--- config.mk ---
export PLATFORM = sky130hd
export DESIGN_NAME = multdiv_issue_ctrl
export DESIGN_NICKNAME = d
export VERILOG_FILES = /design/src/rtl/multdiv_issue_ctrl.sv
export SDC_FILE = /design/constraint.sdc
export NUM_CORES = 1
export LEC_CHECK = 0
export BUFFER_PORTS_ARGS = -buffer_cell sky130_fd_sc_hd__buf_4
export CORE_MARGIN = 3
export CORE_UTILIZATION = 40
export DETAILED_ROUTE_END_ITERATION = 7
export HOLD_SLACK_MARGIN = 0.02
export MAX_ROUTING_LAYER = met4
export PLACE_DENSITY_LB_ADDON = 0.1
export SETUP_SLACK_MARGIN = 0.3
export SLEW_MARGIN = 20
export SYNTH_ARGS = -nofsm -noshare
export SYNTH_HDL_FRONTEND = slang
export SYNTH_SLANG_ARGS = --single-unit
--- constraint.sdc ---
create_clock -name clock -period 1.7 [get_ports clock]
set_input_delay 0.34 -clock clock [delete_from_list [all_inputs] [get_ports clock]]
set_output_delay 0.34 -clock clock [all_outputs]
set_load 0.1 [all_outputs]
--- src/rtl/multdiv_issue_ctrl.sv ---
`default_nettype none
// ============================================================================
// Module   : multdiv_issue_ctrl
// Purpose  : Issues one multiply/divide at a time to a multi-cycle multdiv
//            unit, stalls the pipeline while it runs and holds the result
//            until writeback consumes it. Optional watchdog: MULTDIV_TIMEOUT_EN.
// Revision : 1.0 - initial release
// ============================================================================
module multdiv_issue_ctrl #(
    parameter int WIDTH          = 32,
    parameter int TIMEOUT_CYCLES = 40
) (
    input  logic             clock,
    input  logic             ctrl_reset,

    input  logic             req_valid,
    input  logic             req_is_div,
    input  logic [WIDTH-1:0] req_a,
    input  logic [WIDTH-1:0] req_b,
    input  logic [4:0]       req_rd,
    output logic             req_ready,

    output logic             ctrl_MULT,
    output logic             ctrl_DIV,
    output logic [WIDTH-1:0] data_operandA,
    output logic [WIDTH-1:0] data_operandB,
    input  logic [WIDTH-1:0] data_result,
    input  logic             data_exception,
    input  logic             data_resultRDY,

    input  logic             flush,
    output logic             stall,

    output logic             wb_valid,
    output logic [WIDTH-1:0] wb_result,
    output logic [4:0]       wb_rd,
    output logic             wb_exception,
    input  logic             wb_ack
);

    localparam logic [1:0] IDLE  = 2'd0;
    localparam logic [1:0] ISSUE = 2'd1;
    localparam logic [1:0] WAIT  = 2'd2;
    localparam logic [1:0] HOLD  = 2'd3;

    logic [1:0]       state_q,  state_d;
    logic             is_div_q, is_div_d;
    logic [WIDTH-1:0] opa_q,    opa_d;
    logic [WIDTH-1:0] opb_q,    opb_d;
    logic [4:0]       rd_q,     rd_d;
    logic [WIDTH-1:0] res_q,    res_d;
    logic             exc_q,    exc_d;

    logic             w_accept;
    logic             w_timeout;

    assign w_accept = req_valid & req_ready & ~flush;

`ifdef MULTDIV_TIMEOUT_EN
    localparam int CNT_W = (TIMEOUT_CYCLES < 2) ? 1 : $clog2(TIMEOUT_CYCLES + 1);

    logic [CNT_W-1:0] wait_cnt_q, wait_cnt_d;

    // Counts completed WAIT cycles; the limit is hit in the last allowed one.
    always_comb begin
        wait_cnt_d = wait_cnt_q;
        if (state_q == ISSUE) begin
            wait_cnt_d = '0;
        end else if (state_q == WAIT) begin
            wait_cnt_d = wait_cnt_q + CNT_W'(1);
        end
    end

    assign w_timeout = (state_q == WAIT) && (wait_cnt_q == CNT_W'(TIMEOUT_CYCLES - 1));

    always_ff @(posedge clock or negedge ctrl_reset) begin
        if (!ctrl_reset) begin
            wait_cnt_q <= '0;
        end else begin
            wait_cnt_q <= wait_cnt_d;
        end
    end
`else
    assign w_timeout = 1'b0;
`endif

    // ------------------------------------------------------------------
    // State register
    // ------------------------------------------------------------------
    always_ff @(posedge clock or negedge ctrl_reset) begin
        if (!ctrl_reset) begin
            state_q <= IDLE;
        end else begin
            state_q <= state_d;
        end
    end

    // ------------------------------------------------------------------
    // Next-state logic
    // ------------------------------------------------------------------
    always_comb begin
        state_d = state_q;
        case (state_q)
            IDLE:    if (w_accept) state_d = ISSUE;
            ISSUE:   state_d = WAIT;
            WAIT:    if (data_resultRDY || w_timeout) state_d = HOLD;
            HOLD:    if (wb_ack) state_d = w_accept ? ISSUE : IDLE;
            default: state_d = IDLE;
        endcase
        if (flush) begin
            state_d = IDLE;
        end
    end

    // ------------------------------------------------------------------
    // Output logic
    // ------------------------------------------------------------------
    always_comb begin
        req_ready = (state_q == IDLE) || ((state_q == HOLD) && wb_ack);
        ctrl_MULT = (state_q == ISSUE) && !is_div_q;
        ctrl_DIV  = (state_q == ISSUE) &&  is_div_q;
        stall     = (state_q == ISSUE) || (state_q == WAIT) ||
                    ((state_q == HOLD) && !wb_ack);
        wb_valid  = (state_q == HOLD);
    end

    assign data_operandA = opa_q;
    assign data_operandB = opb_q;
    assign wb_result     = res_q;
    assign wb_rd         = rd_q;
    assign wb_exception  = exc_q;

    // ------------------------------------------------------------------
    // Payload capture
    // ------------------------------------------------------------------
    always_comb begin
        is_div_d = is_div_q;
        opa_d    = opa_q;
        opb_d    = opb_q;
        rd_d     = rd_q;
        res_d    = res_q;
        exc_d    = exc_q;

        if (w_accept) begin
            is_div_d = req_is_div;
            opa_d    = req_a;
            opb_d    = req_b;
            rd_d     = req_rd;
        end

        // A real completion in the limit cycle wins over the watchdog.
        if ((state_q == WAIT) && !flush) begin
            if (data_resultRDY) begin
                res_d = data_result;
                exc_d = data_exception;
            end else if (w_timeout) begin
                res_d = '0;
                exc_d = 1'b1;
            end
        end
    end

    always_ff @(posedge clock or negedge ctrl_reset) begin
        if (!ctrl_reset) begin
            is_div_q <= 1'b0;
            opa_q    <= '0;
            opb_q    <= '0;
            rd_q     <= '0;
            res_q    <= '0;
            exc_q    <= 1'b0;
        end else begin
            is_div_q <= is_div_d;
            opa_q    <= opa_d;
            opb_q    <= opb_d;
            rd_q     <= rd_d;
            res_q    <= res_d;
            exc_q    <= exc_d;
        end
    end

endmodule
`default_nettype wire

# Word level (Yosys, flattened, before mapping)
# Index checks and enable logic that the tools add are counted.
# W data, S select, Z words.
# totals
input_bits	109
elab_cells	36
reg_bits	105
# classes
bitwise_logic	3
mux	6
eq_ne	6
n_reduce_logical	14
# op_table
op	count
$mux W2	4
$pmux W2 S4	1
$ne A3 B3 Y1 const B	2
$logic_and A1 B1 Y1	5
$eq A2 B2 Y1 const B	2
$logic_not A1 Y1	3
$logic_or A1 B1 Y1	3
$ne A3 B2 Y1 const B	1
$reduce_and A3 Y1	1
$and A1 B1 Y1	2
$eq A2 B1 Y1 const B	1
$logic_not A2 Y1	1
$reduce_and A2 Y1	1
$mux W1	1
$not A1 Y1	1

# Logic depth before layout (Yosys ltp)
# Gate-level depths: netlist of the first run.
# logic_depth
depth_word	9
depth_mapped	7

# Least setup slack after synthesis of the first run
# No wires, ideal clock.
# synth_timing
kind	register -> register
start	register state_q[0]
end	register opa_q[0], in the netlist data_operandA[0]
path_stages_with_launch	7
t_required_ns	1.574
arrival_time_ns	2.936
period_less_slack_ns	3.062
path_slack_ns	-1.362
cell_sequence	dfrtp_1 -> ha_1 -> a21o_1 -> and3_4 -> buf_12 -> buf_12 -> mux2_4
# synth_via
elab_chain_cells	5
word_cells_on_any_way	6
cone_classes	1 x eq/ne; 2 x bitwise; 3 x reduce/logical
# synth_rtl
item	line_no	text
start, declared	46	logic [1:0] state_q, state_d;
start signal, assigned	94	state_q <= state_d;
$eq A2 B2 Y1	n/a	
via wb_valid	34	output logic wb_valid,
$logic_and A1 B1 Y1	119	req_ready = (state_q == IDLE) || ((state_q == HOLD) && wb_ack);
$logic_or A1 B1 Y1	119	
via req_ready	21	output logic req_ready,
$and A1 B1 Y1 (2 in series)	57	assign w_accept = req_valid & req_ready & ~flush;
end signal, assigned	173	opa_q <= opa_d;
end, declared	48	logic [WIDTH-1:0] opa_q, opa_d;
# The timed path passes the listed nets, and every way through them passes these cells.
# A chain may end at the register's enable or synchronous reset.

# Final worst setup path of the first run
# layout_timing
start	register state_q[0]
end	output port stall
# layout_via
elab_chain_cells	3
word_cells_on_any_way	6
cone_classes	3 x eq/ne; 3 x reduce/logical
# layout_rtl
item	line_no	text
$eq A2 B1 Y1 (tied with other cells)	122	stall = (state_q == ISSUE) || (state_q == WAIT) ||
$logic_or A1 B1 Y1 or $logic_and A1 B1 Y1 (tied branches)	122, 123	
$logic_or A1 B1 Y1 *	122	
end, declared	32	output logic stall,
# Mark *: on every way between the ends. The rest lies on a longest branch, timed or not.

==> run metrics, run 1 <==
Initial Utilization=41.99%; Tmin final=1.917 ns; fillers=737; Critical Path Fanout Max=2; Die Y-Extent=111.0 um; max-slew violations=0; final setup vio count=75; hpwl dp=7983 um; initial antenna violation count=0; Slowest cell on crit path=dfrtp_1; Area Growth Syn to Fin=68.10%; crit-path cells=buf_6 -> ha_4 -> buf_6 -> or2b_4 -> nand2b_4 -> buf_12; Syn Std Cell Area=4413 um^2; Residual DRC=0; hold_sp=flush; drt first-iter violations=102; status=complete, but fails checks; FF-to-FF path depth=7; post-DR wirelength/cell=18.31 um; post-DR vias/cell=4.723; worst stage delay on the critical path=0.40 ns; Port Buf Inserts=215; Synth area leader=dfrtp_1; CTS Sinks=105; Max-cap violations=0; DIE WIDTH=111.0 um; cell count after synthesis=243; synth unique cells=19; syn_nets=356; largest net degree at the start of global routing=43; CTS tree=built; critical path arrival=1.58 ns; Worst Setup Start Kind=flip-flop; Core Rows=37; H-tree levels=3; Crit Path Class=flip-flop to output port; syn avg cell area=18.16 um^2; Warnings, synthesis=0; FF-to-FF End=wb_rd[1]; worst r2r src=state_q[0]; CTS Buf Count=9; 1st-pass router iterations=4; clk_lat worst skew=0.36 ns; area share of the leading cell type in the synthesized netlist=59.54%; FF-to-FF setup slack=-0.15 ns; Clock Path Buffers=2; number of global-route vias before repair=3343; cell repeated most along the worst path=buf_6; CTS Root Buffer Type=clkbuf_8; worst-margin pin slew=0.4156 ns; die area=12330 um^2; unrepaired setup endpoints after global routing=yes; clk slew on worst S/H paths=0.10 ns; vias=3004; setup ws final=-0.2173 ns; Diodes inserted=0; Setup Skew=0.009936 ns; grt ovf=0; WHS Path Cells=2; Final ANT Viol Nets=0; TNS Setup=-9.939 ns; WL final=11650 um; Synth Register Bits=105; endpoints failing hold=0; global placement routability congestion=0.8390; top cells by area, synth=dfrtp_1, mux2_4, mux2_2; relative slew slack=72.29%; CP Capture Type=output port; layout cell share with drive strength beyond 1=77.20%; failing checks=negative setup slack; Top delay family on crit path=flip-flops; GRT Total Usage=18.85%; I/O pins=216; Seq/Total Area, Yosys=59.54%; Hold Path Sink=state_q[0]; Core Region=10510 um^2; fmax=521.6 MHz; Hold Crit Class=primary input to flip-flop; Buf/Inv on CP=3; Data required, critical path=1.36 ns; final net count=608; crit share post-route=112.8%; first-pass GRT wire length=18040 um
[kinds of logic (layout without fill, tap and decap cells)]
family	count (synthesis)	after routing	synth area share [%]
flops	105	105	59.54
compound gates	6	6	1.078
simple gates	11	12	1.786
fa+ha+maj	4	4	1.134
buf+inv	14	270	4.224
mux	103	103	32.24
[layout make-up]
type	count	area [um^2]	area share, %
Tap cell	136	170.2	2.294
Sequential cell	105	2629	35.44
Multi-Input combinational cell	125	1810	24.41
Timing Repair Buffer	251	2608	35.15
Clock buffer	12	155.1	2.091
Inverter	3	11.26	0.1518
Clock inverter	4	35.03	0.4723
[layout by cell type (no fill, tap or decap), drive strengths merged]
| cell | netlist | layout |
|---|---|---|
| buf | 11 | 244 |
| and4b | 1 | 1 |
| nand3 | 1 | 1 |
| bufbuf | 0 | 2 |
| a31oi | 1 | 1 |
| a311oi | 1 | 1 |
| dfrtp | 105 | 105 |
| and2 | 2 | 2 |
| and3 | 1 | 2 |
| a41o | 1 | 1 |
| nand2b | 3 | 3 |
| dlygate4sd3 | 0 | 1 |
| clkinv | 0 | 2 |
| a211oi | 2 | 2 |
| clkbuf | 0 | 16 |
| a21o | 1 | 1 |
| or2b | 1 | 1 |
| nor2b | 2 | 2 |
| ha | 4 | 4 |
| mux2 | 103 | 103 |
| inv | 3 | 5 |
[how the worst max path moves through the flow]
stage                     slack, ns  depth (start not counted)        from                end
after global placement      -0.0006                          6  state_q[1]  data_operandB[21]
after CTS                     -0.24                          5  state_q[1]              stall
final                         -0.22                          6  state_q[0]              stall
after detailed placement      -0.05                          6  state_q[1]  data_operandB[11]
after global routing          -0.30                          6  state_q[0]              stall
after floorplan               -0.39                          6  state_q[0]   data_operandA[0]
[registers in the layout (all words and copies together) (netlist names)]
signal	cells
data_operandA	32
data_operandB	32
wb_result	32
wb_rd	5
state_q	2
is_div_q	1
wb_exception	1
[Yosys cell counts, drive strengths merged]
| cell | number |
|---|---|
| a211oi | 2 |
| a21o | 1 |
| a311oi | 1 |
| a31oi | 1 |
| a41o | 1 |
| and2 | 2 |
| and3 | 1 |
| and4b | 1 |
| buf | 11 |
| dfrtp | 105 |
| ha | 4 |
| inv | 3 |
| mux2 | 103 |
| nand2b | 3 |
| nand3 | 1 |
| nor2b | 2 |
| or2b | 1 |
[timing repair]
action,in CTS,in global routing
hold buffers,1,0
pin swaps,2,6
setup buffers,5,3
resized for setup,38,85
setup endpoints to repair,118,186
gates cloned,5,6
endpoints found under the hold margin,27,0
[routing by layer]
metal / up-vias / wire [um] / GRT usage, %
met3: 17 / 775 / 4.585
met5: - / 0 / -
li1: 1362 / - / -
met4: 0 / 233 / 6.245
met1: 1488 / 4961 / 23.81
met2: 137 / 5675 / 30.02
[through the flow]
| stage | setup WS (ns) | instance area [um^2] | hold WS (ns) | cells | util (%) |
|---|---|---|---|---|---|
| after floorplan | -0.3855 | 4604 | 0.04441 | 243 | - |
| after global placement | -0.0005963 | 6399 | 0.3003 | 600 | 60.89 |
| after detailed placement | -0.05004 | 6399 | 0.3023 | 600 | 60.89 |
| after CTS | -0.2363 | 6953 | 0.1238 | 627 | 66.16 |
| after global routing | -0.3023 | 7418 | 0.1291 | 636 | 70.59 |
| final | -0.2173 | 7418 | 0.1530 | 636 | 70.59 |
Power of run 1 is left out: the tool's default activity adds up to more than one toggle a clock period on the data nets, which glitch-free logic cannot reach.
==> run 2, diff against run 1 <==
- CORE_ASPECT_RATIO: default -> 2
==> run metrics, run 2 (synthesized netlist as in run 1, its figures left out) <==
Final ANT Viol Nets=0; failing checks=negative setup slack; clk_lat worst skew=0.34 ns; post-DR wirelength/cell=19.64 um; CTS tree=built; Crit Path Class=flip-flop to output port; endpoints failing hold=0; number of global-route vias before repair=3471; fillers=775; hpwl dp=8789 um; first-pass GRT wire length=18080 um; Tmin final=1.815 ns; Hold Crit Class=primary input to asynchronous set/reset pin; fmax=551.0 MHz; layout cell share with drive strength beyond 1=77.35%; H-tree levels=3; Worst Setup Start Kind=flip-flop; Die Y-Extent=154.5 um; Max-cap violations=0; Diodes inserted=0; final net count=607; drt first-iter violations=132; Setup Skew=0.009668 ns; FF-to-FF path depth=6; CP Capture Type=output port; 1st-pass router iterations=4; initial antenna violation count=0; Place WS=-0.05440 ns; GRT met1 Usage=20.08%; largest net degree at the start of global routing=78; grt met3 use=4.196%; most frequent cells in the layout=buf_4, mux2_4, dfrtp_1, buf_6, clkbuf_16; Initial Utilization=41.59%; I/O pins=216; Residual DRC=0; met2 usage=35.60%; grt ovf=0; die area=12400 um^2; unrepaired setup endpoints after global routing=yes; DIE WIDTH=80.27 um; CTS Root Buffer Type=clkbuf_16; max-slew violations=0; Core Rows=53; post-DR vias/cell=4.803; CTS Sinks=105; Data required, critical path=1.36 ns; GRT Total Usage=20.11%; critical path arrival=1.47 ns; vias=3055; clk slew on worst S/H paths=0.07 ns; Critical Path Fanout Max=4; relative slew slack=71.71%; final setup vio count=37; status=complete, but fails checks; CTS Buf Count=9; global placement routability congestion=0.8166; Clock Path Buffers=2; Seq. cell area=2630 um^2; FF-to-FF setup slack=-0.02 ns; multi-input combinational cell area=1841 um^2; WL final=12490 um; crit share post-route=106.8%; worst-margin pin slew=0.4243 ns; most common cell after layout, fill and taps aside=buf_4; Port Buf Inserts=215; Area Growth Syn to Fin=62.43%; gr busiest metal=met2; setup ws final=-0.1148 ns; Core Region=10610 um^2
run 2: cell count changes in the layout (fill, tap and decap cells not counted), moves of 9 or more:
cell,change
clkbuf_8,-11
buf_6,-74
buf_4,+79
clkbuf_16,+9
run 2: metal layers:
layer	up-vias	part of all wire, %
met1	1519	33
met3	34	5.9
met4	0	4.3
li1	1365	-
met5	-	0
met2	137	57
run 2: what timing repair did:
| action | in CTS | in global routing |
|---|---|---|
| pin swaps | 5 | 3 |
| gates cloned | 2 | 7 |
| setup buffers | 4 | 8 |
| setup endpoints to repair | 110 | 112 |
| hold buffers | 0 | 0 |
| resized for setup | 36 | 23 |
run 2: layout make-up:
| class | count | area share (%) |
|---|---|---|
| inverter | 3 | 0.1571 |
| tap | 137 | 2.391 |
| timing repair buffer | 250 | 31.07 |
| clock inverter | 4 | 0.7157 |
| clock buffer | 12 | 3.299 |
| sequential | 105 | 36.69 |
| multi-input combinational | 125 | 25.68 |
run 2: stage by stage:
step           setup TNS, ns  area (um^2)  utilization [%]  hold WS (ns)  instances
2_1_floorplan         -27.00         4604                -       0.04441        243
3_3_place_gp         -0.2447         6347            59.82        0.3949        599
3_5_place_dp          -2.833         6347            59.82        0.3952        599
4_1_cts               -6.379         6884            64.88       0.02363        621
5_1_grt               -2.674         7168            67.56       0.04396        636
6_report             -0.7710         7168            67.56       0.01129        636
run 2: final timing paths:
| path | start | end |
|---|---|---|
| max | state_q[0] | stall |
| min | ctrl_reset | data_operandB[3] |
| max reg2reg | state_q[0] | data_operandB[30] |
| min reg2reg | wb_result[15] | wb_result[15] |
| max in group asynchronous | ctrl_reset | state_q[0] |
| min in group clock | flush | state_q[0] |
run 2: worst max-delay path, cell delays in order (launching register included):
cell and delay (ns):
dfrtp_2 0.42, ha_4 0.17, or2b_1 0.28, nand2b_4 0.09, buf_12 0.17
Power of run 2 is left out for the same reason.
